`src/rtl/sevenseg_scan_driver.sv`:
```
// sevenseg_scan_driver: time-multiplexed driver for a bank of common-anode
// seven-segment digits. Scans one digit per REFRESH_DIV clocks, decodes hex
// nibbles to active-low a..g segments, suppresses leading zeros, drives
// decimal points, and only swaps in a newly loaded value at the frame
// boundary so a frame never shows a mix of old and new digits.
module sevenseg_scan_driver #(
    parameter int DIGITS      = 4,
    parameter int REFRESH_DIV = 50000,
    parameter int LZ_SUPPRESS = 1
) (
    input  logic                  CLK,
    input  logic                  RST,
    input  logic                  LOAD,
    input  logic [4*DIGITS-1:0]   VALUE,
    input  logic [DIGITS-1:0]     DP_IN,
    input  logic                  BLANK_IN,
    output logic [0:6]            SEV,
    output logic                  DP,
    output logic [DIGITS-1:0]     AN,
    output logic                  PENDING,
    output logic                  FRAME
);

    localparam int DIV_W = (REFRESH_DIV > 1) ? $clog2(REFRESH_DIV) : 1;
    localparam int IDX_W = (DIGITS > 1) ? $clog2(DIGITS) : 1;
    localparam logic [DIV_W-1:0] DIV_LAST = DIV_W'(REFRESH_DIV - 1);
    localparam logic [IDX_W-1:0] IDX_LAST = IDX_W'(DIGITS - 1);

    // Scan timing
    logic [DIV_W-1:0]     r_div;
    logic [IDX_W-1:0]     r_idx;
    logic                 r_frame;

    // Load handshake and display register
    logic [4*DIGITS-1:0]  r_disp_val;
    logic [DIGITS-1:0]    r_disp_dp;
    logic [4*DIGITS-1:0]  r_buf_val;
    logic [DIGITS-1:0]    r_buf_dp;
    logic                 r_pending;

    // Registered pin drivers
    logic [DIGITS-1:0]    r_an;
    logic [0:6]           r_sev;
    logic                 r_dp;

    logic                 w_tc;
    logic                 w_boundary;
    logic [DIGITS-1:0]    w_lz_mask;
    logic                 w_zero_run;
    logic [3:0]           w_nib;
    logic                 w_dp_sel;
    logic                 w_suppress;

    // Hex nibble to active-low a..g (leftmost bit is segment a)
    function automatic logic [0:6] f_decode(input logic [3:0] nib);
        logic [0:6] seg;
        unique case (nib)
            4'h0: seg = 7'b0000001;
            4'h1: seg = 7'b1001111;
            4'h2: seg = 7'b0010010;
            4'h3: seg = 7'b0000110;
            4'h4: seg = 7'b1001100;
            4'h5: seg = 7'b0100100;
            4'h6: seg = 7'b0100000;
            4'h7: seg = 7'b0001111;
            4'h8: seg = 7'b0000000;
            4'h9: seg = 7'b0001100;
            4'hA: seg = 7'b0001000;
            4'hB: seg = 7'b1100000;
            4'hC: seg = 7'b0110001;
            4'hD: seg = 7'b1000010;
            4'hE: seg = 7'b0110000;
            default: seg = 7'b0111000;
        endcase
        return seg;
    endfunction

    assign w_tc       = (r_div == DIV_LAST);
    assign w_boundary = w_tc && (r_idx == IDX_LAST);

    // Mark digits whose nibble and every higher nibble are zero; digit 0 is never marked
    always_comb begin
        // NOTE: every output of a combinational block gets a default first, otherwise a latch is inferred
        w_lz_mask  = '0;
        w_zero_run = 1'b1;
        if (LZ_SUPPRESS != 0) begin
            for (int i = DIGITS - 1; i > 0; i--) begin
                w_zero_run   = w_zero_run && (r_disp_val[4*i +: 4] == 4'h0);
                w_lz_mask[i] = w_zero_run;
            end
        end
    end

    // Select the nibble, decimal point and suppression flag of the active digit
    always_comb begin
        w_nib      = 4'h0;
        w_dp_sel   = 1'b0;
        w_suppress = 1'b0;
        for (int i = 0; i < DIGITS; i++) begin
            if (r_idx == IDX_W'(i)) begin
                w_nib      = r_disp_val[4*i +: 4];
                w_dp_sel   = r_disp_dp[i];
                w_suppress = w_lz_mask[i];
            end
        end
    end

    // Refresh divider, digit index and frame pulse
    always_ff @(posedge CLK) begin
        // NOTE: sequential state uses non-blocking assignments so every register samples pre-edge values
        if (RST) begin
            r_div   <= '0;
            r_idx   <= '0;
            r_frame <= 1'b0;
        end else begin
            r_frame <= w_boundary;
            if (w_tc) begin
                r_div <= '0;
                r_idx <= (r_idx == IDX_LAST) ? '0 : r_idx + 1'b1;
            end else begin
                r_div <= r_div + 1'b1;
            end
        end
    end

    // Capture loads into the pending buffer; only touch the display register at the boundary
    always_ff @(posedge CLK) begin
        // NOTE: the display register is reset too, because the outputs decode it from the first cycle after reset
        if (RST) begin
            r_disp_val <= '0;
            r_disp_dp  <= '0;
            r_buf_val  <= '0;
            r_buf_dp   <= '0;
            r_pending  <= 1'b0;
        end else if (LOAD && w_boundary) begin
            r_disp_val <= VALUE;
            r_disp_dp  <= DP_IN;
            r_pending  <= 1'b0;
        end else if (LOAD) begin
            r_buf_val  <= VALUE;
            r_buf_dp   <= DP_IN;
            r_pending  <= 1'b1;
        end else if (w_boundary && r_pending) begin
            r_disp_val <= r_buf_val;
            r_disp_dp  <= r_buf_dp;
            r_pending  <= 1'b0;
        end
    end

    // Register anode, segment and decimal-point drivers from the current index and display
    always_ff @(posedge CLK) begin
        if (RST) begin
            r_an  <= '1;
            r_sev <= 7'b1111111;
            r_dp  <= 1'b1;
        end else begin
            r_an  <= BLANK_IN ? '1 : ~(DIGITS'(1) << r_idx);
            r_sev <= w_suppress ? 7'b1111111 : f_decode(w_nib);
            r_dp  <= ~w_dp_sel;
        end
    end

    assign AN      = r_an;
    assign SEV     = r_sev;
    assign DP      = r_dp;
    assign PENDING = r_pending;
    assign FRAME   = r_frame;

endmodule

```
`config.mk`:
```
export PLATFORM = sky130hd
export DESIGN_NAME = sevenseg_scan_driver
export DESIGN_NICKNAME = d
export VERILOG_FILES = /design/src/rtl/sevenseg_scan_driver.sv
export SDC_FILE = /design/constraint.sdc
export NUM_CORES = 1
export LEC_CHECK = 0
export ABC_AREA = 1
export CAP_MARGIN = 20
export CORE_UTILIZATION = 39
export CTS_CLUSTER_DIAMETER = 100
export DETAILED_ROUTE_END_ITERATION = 10
export PLACE_DENSITY_LB_ADDON = 0.08
export SYNTH_ARGS = -nofsm -noshare
export SYNTH_HDL_FRONTEND = slang
export SYNTH_SLANG_ARGS = --single-unit
export TNS_END_PERCENT = 1
```
`constraint.sdc`:
```
create_clock -name CLK -period 1.69 [get_ports CLK]
set_input_delay 0.507 -clock CLK [delete_from_list [all_inputs] [get_ports CLK]]
set_output_delay 0.507 -clock CLK [all_outputs]
set_load 0.01 [all_outputs]
```
== Yosys cells after proc, flatten, opt, wreduce, memory -nomap -nowiden ==
Memory sizes are Yosys's and may differ from the RTL's. A register that Yosys moved wholly into a read port is not among the register bits.
Index checks and enable logic that the tools add are counted.

* Input port bits: 24
* Memories: 1
* Output and inout bits: 14
* ROM bits: 112
* Register bits after elaboration: 65

* Multiplexer cells: 20
* Bitwise logic cells: 3
* Eq/ne operators: 5
* Add/subtract/negate cells: 2
* Reductions and logical operators: 17
* Shift operators: 1

{| class="wikitable"
|+ Memory list
! memory !! words !! width !! read ports !! clocked after Yosys merged registers in !! write ports !! RTL line !! RTL
|-
| (no name shown) || 16 || 7 || 1 || 1 || 0 || 57 || <nowiki>unique case (nib)</nowiki>
|}

{| class="wikitable"
|+ Operator list
! kind !! count
|-
| $mux 16 || 3
|-
| $mux 4 || 7
|-
| $add 16x1->16 const B || 1
|-
| $eq 16x16->1 const B || 1
|-
| $logic_not 4->1 || 3
|-
| $mux 1 || 9
|-
| $reduce_or 2->1 || 4
|-
| $logic_and 1x1->1 || 5
|-
| $eq 2x2->1 const B || 2
|-
| $not 4->4 || 1
|-
| $reduce_and 2->1 || 2
|-
| $reduce_bool 2->1 || 2
|-
| $shl 1x2->4 const A || 1
|-
| $add 2x1->2 const B || 1
|-
| $eq 2x1->1 const B || 1
|-
| $logic_not 2->1 || 1
|-
| $mux 2 || 1
|-
| $ne 2x1->1 const B || 1
|-
| $not 1->1 || 2
|}

== Longest topological paths before layout ==
Gate-level depths: netlist of the first run.

* Word-level depth: 7
* Gate-level depth with buffers: 14
* Gate-level depth less buffers: 14

== Worst setup path after synthesis of the first run ==
Ideal clock, no wire load.

* Path type: register -> register
* Start: reg r_idx[1]
* End: reg r_sev, in the netlist SEV[0]
* Buffers on the path: 0
* Stages on the path, launching flop included: 15
* Data arrival time: 1668 ps
* Path slack: -120 ps
* Library setup time: 142 ps
* Required time: 1548 ps
* Cells stage by stage: dfxtp_1 inv_1 ha_1 clkinv_1 nand3_1 o21ai_0 nand2_1 nand2_1 nand2_1 inv_1 ha_1 nand3_1 nand2_1 nand2_1 nand3_1

* Longest elaborated chain between the ends: 5
* Elaborated cells between the ends (all ways): 12

{| class="wikitable"
|+ RTL lines
! element !! RTL line !! RTL
|-
| start, declared || 31 || <nowiki>logic [IDX_W-1:0] r_idx;</nowiki>
|-
| start signal, assigned || 119 || <nowiki>r_idx <= (r_idx == IDX_LAST) ? '0 : r_idx + 1'b1;</nowiki>
|-
| $eq 2x1->1 / $logic_not 2->1 (equally long branches) || 100 || <nowiki>if (r_idx == IDX_W'(i)) begin</nowiki>
|-
| $mux 1 / $mux 4 (equally long branches) (3 in series) || 100 ||
|-
| $reduce_or 2->1 (no source line) / $mux 4 (equally long branches) || - ||
|-
| end, declared || 43 || <nowiki>logic [0:6] r_sev;</nowiki>
|}

Several ways; a longest one is shown, not always the timed one.
A chain may end at the register's enable or synchronous reset.

== Worst setup path in the final report of the first run ==
* Start: reg r_idx[1]
* End: reg r_sev, in the netlist SEV[3]

Same word-level chain as after synthesis.

==> results of run 1 <==
repair_timing:
| item | in CTS | in global routing |
|---|---|---|
| pin swaps | 0 | 19 |
| buffers inserted | 0 | 1 |
| hold buffers | 0 | 0 |
| endpoints found under the setup margin | 21 | 62 |
| gates cloned | 0 | 1 |
| resized for setup | 16 | 50 |
worst register-to-register path: cells and delay by family (launching register included):
family	cells	cell delay, ps
simple gates	7	500
flops	1	360
fa+ha+maj	2	350
buf+inv	3	220
compound gates	1	130
state kept, by name (all words and copies together) (netlist names), 2 cells and up:
| register | count |
|---|---|
| r_buf_val | 16 |
| r_disp_val | 16 |
| r_div | 16 |
| SEV | 7 |
| AN | 4 |
| r_buf_dp | 4 |
| r_disp_dp | 4 |
| r_idx | 2 |
through the flow:
stage,cell area (sq um),hold WS (ps),power [mW]
3_5_place_dp,4520,438,2.09
4_1_cts,4770,450,3.92
5_1_grt,5010,460,4.03
6_report,5010,442,3.87
3_3_place_gp,4520,428,2.09
2_1_floorplan,3780,417,1.96
metal layers:
metal,wire length [um],vias up,global-route usage
li1,-,1830,-
met1,4250,1470,0.242
met2,3790,49,0.279
met3,281,9,0.0316
met4,101,0,0.0781
met5,0,-,0
report_power, final:
| group | total [mW] | switching (mW) | internal, mW |
|---|---|---|---|
| Clock | 1.82 | 0.659 | 1.17 |
| Combinational | 0.278 | 0.139 | 0.139 |
| Sequential | 1.77 | 0.0246 | 1.74 |
| Total | 3.87 | 0.823 | 3.05 |
layout by cell type (no fill, tap or decap), types with 3 or more instances in the layout:
| master | n |
|---|---|
| sky130_fd_sc_hd__nor3b_1 | 3 |
| sky130_fd_sc_hd__nand2_4 | 5 |
| sky130_fd_sc_hd__clkbuf_8 | 10 |
| sky130_fd_sc_hd__nand3_1 | 24 |
| sky130_fd_sc_hd__dlygate4sd2_1 | 13 |
| sky130_fd_sc_hd__bufinv_16 | 4 |
| sky130_fd_sc_hd__nand2_1 | 150 |
| sky130_fd_sc_hd__inv_2 | 8 |
| sky130_fd_sc_hd__inv_4 | 4 |
| sky130_fd_sc_hd__ha_4 | 9 |
| sky130_fd_sc_hd__inv_1 | 79 |
| sky130_fd_sc_hd__dfxtp_4 | 3 |
| sky130_fd_sc_hd__buf_12 | 6 |
| sky130_fd_sc_hd__dfxtp_1 | 68 |
| sky130_fd_sc_hd__a21oi_2 | 22 |
| sky130_fd_sc_hd__nand3_2 | 3 |
| sky130_fd_sc_hd__buf_4 | 31 |
| sky130_fd_sc_hd__nand2_2 | 8 |
| sky130_fd_sc_hd__nor3_1 | 7 |
| sky130_fd_sc_hd__o21ai_1 | 6 |
| sky130_fd_sc_hd__a21oi_1 | 17 |
| sky130_fd_sc_hd__nor2_4 | 3 |
| sky130_fd_sc_hd__clkdlybuf4s50_1 | 23 |
| sky130_fd_sc_hd__o21ai_0 | 26 |
| sky130_fd_sc_hd__nand4_1 | 6 |
| sky130_fd_sc_hd__nor2_1 | 61 |
cell families after synthesis:
group                    Yosys count
XOR/XNOR                           2
AND/OR/NAND/NOR                  278
AO/OA/AOI/OAI                     76
flip-flops                        72
adder cells (fa/ha/maj)           11
buffers and inverters            112
layout make-up:
type / count / share of cell area
clock buffers: 10 / 0.0275
clock inverters: 5 / 0.0257
inverters: 93 / 0.0727
multi-input cells: 367 / 0.400
flip-flops and latches: 72 / 0.290
well taps: 129 / 0.0322
repair buffers: 77 / 0.151
final timing paths:
check,startpoint,end,slack (ps),depth (start not counted)
worst max-delay path,r_idx[1],SEV[3],20,13
worst min-delay path,r_div[0],r_div[0],440,1
worst max register to register,r_idx[1],SEV[3],20,13
worst min register to register,r_div[0],r_div[0],440,1
==> results.txt, run 1 <==
- The run finished with clean final reports.
- Port Buf Inserts: 37
- Fraction of synthesized area in multiplexers: 0
* Mapped Cells: 551
- The worst-case IR drop observed on VDD is 390 uV.
- The count of final max-slew check failures is 0.
- Cell Area, Synth: 0.00373 sq mm
- Clock Sinks: 72
- For this block, the via count after detailed routing is 3358.
- Worst-Margin Slew: 420 ps
- Clock tree synthesis inserted a total of 9 buffers.
* FF+latch area: 0.00145 sq mm
- Synth async-reset ratio: 0
* Portion of the post-synthesis area used by sequential elements: 0.387
- The netlist uses 32 different library cells.
- For the worst-skew pair, the clock arrives at the later sink with an insertion delay of 350 ps.
* Site Rows: 35
* Layout cell share with drive strength beyond 1: 0.207
- Dividing total power by cell area gives a power density of 772 mW/mm^2.
- In this run the tightest slew margin relative to its limit is 0.718.
- Slowest cell delay on critical path: roughly 360 ps
- DP Wirelength: 5910 um
* Multi-input gate area in the final layout: 0.00201 sq mm
* Leakage power summed over all cells: 2.32 nW
- In the synthesized netlist the dominant register cell turns out to be sky130_fd_sc_hd__dfxtp_1.
- The share of the synthesized area in compound gates (AO/OA/AOI/OAI) came to 0.129.
- Top cell type's share of synthesized area: 0.387
- Setup repair after global routing could not meet its margin everywhere.
- The most numerous cell type found on the critical path is sky130_fd_sc_hd__nand2_1.
- The first TritonRoute pass finished after 4 iterations.
- In this run, synthesis produced a sequential element count of 72.
- # setup viols final: 0
* Max Root-Sink Buffers: 2
- Vias in the first global route: 3038
- Pin placement for this block handled 38 I/O pins.
* Post-route DRC violation count: 0
- Top delay family on crit path: simple AND/OR/NAND/NOR gates
- Ranked by total cell area, the synthesized netlist is headed by sky130_fd_sc_hd__dfxtp_1 39%, sky130_fd_sc_hd__nand2_1 16%, sky130_fd_sc_hd__inv_1 8.7%, sky130_fd_sc_hd__nor2_1 6.4%, sky130_fd_sc_hd__a21oi_2 4.7%.
* Core utilization of the finished layout: 0.542
- Max-cap violations in this run came to 0.
* Critical path buffer and inverter count: 3
- Fill cells in the final layout number 906.
- The H-tree generated during clock tree synthesis spans 3 levels.
- Starting density of the core: 0.403
- Count of routing violations after the opening detailed-route iteration: a little over 90
* Launching element type of the critical path: flop
- Clock skew: ~8.4 ps
* Clock root cell: sky130_fd_sc_hd__clkbuf_8
* DR vias/cell: about 4.5
- Once layout is complete, the cells apart from fillers number ~750.
- The final number of hold-violating endpoints is 0.
- After synthesis, the most frequently instantiated cells are 157 x sky130_fd_sc_hd__nand2_1, 86 x sky130_fd_sc_hd__inv_1, 72 x sky130_fd_sc_hd__dfxtp_1.
- Worst Setup Path Type: reg2reg
* Number of enable-type register cells in the synthesized netlist: 0
- After synthesis, the largest family of logic cells by area is simple AND/OR/NAND/NOR gates.
* Die Y: 99.7 um
- Clock input transition at the sequential cells of the worst setup and hold paths: 80 ps
- The number of antenna violations at the first check in global routing was 0.
- Xor/xnor share of the synthesized area: 0.00470
- Net count after synthesis: a little under 600
- Prior to clock tree synthesis, the placed netlist has a worst setup slack of -163 ps.
- Data on the critical path is required at its endpoint by between 1500 and 2000 ps.
* Worst setup slack after layout: 24.8 ps
- Cells along the critical path: inv_4 -> ha_4 -> clkinv_4 -> o21ai_1 -> nand2_1 -> nand2_2 -> nand2_4 -> inv_4 -> ha_4 -> nand3_1 -> nand2_1 -> nand2_1 -> nand3_1
- After routing, the total negative slack on setup checks comes to 0 ps.
* Worst endpoint data arrival time: 1900 ps
- Endpoint class of the critical path: flop
- In this run the worst path has a maximum fanout of 6.
- After detailed routing, the total wire length is ~8400 um.
* Syn. warnings: 0
- Entering global routing, the biggest net connects between 40 and 50 pins.
* Final routed wire length divided by cell count: 11.2 um
- Adder and majority gate portion of the synthesized area: 0.0369
* Clock period minus worst slack: 1670 ps
- CTS tree: yes
- Of the total synthesized cell area, the portion taken by AND, OR, NAND and NOR gates is 0.311.
- Overflow left after global routing: 0
- Post-route antenna net violation count: 0
- The tightest min-delay check is of the reg2reg type.
* Top-count cell post-synth: sky130_fd_sc_hd__nand2_1
- Routability-driven placement finished with a final weighted congestion of 0.805.
* Synth-to-Final Area Change: 34.4%
- Core box area: approximately 0.0092 sq mm
* Placed cell count: between 700 and 800
* Crit share post-route: 0.985
* Count of nets after finishing: 655
* Fmax achieved: around 600 MHz
* Slowest cell on the critical path: sky130_fd_sc_hd__dfxtp_4
- The biggest area contributor in the post-synthesis netlist is sky130_fd_sc_hd__dfxtp_1.
* Diodes inserted: 0
* All-layer global routing usage: 0.179
- Chip Width: 99.7 um
* Die Area: 0.00995 sq mm
* Wire length of the first global-routing pass: 14200 um
- A synthesized cell averages around 6.8 sq um.
No activity file was read; power rests on OpenSTA's default activity.
==> inputs of run 2 (changes only) <==
SLEW_MARGIN = 0   (was unset)
==> results of run 2 <==
Same layout as run 1: the final DEF is identical, and so are final timing and power.
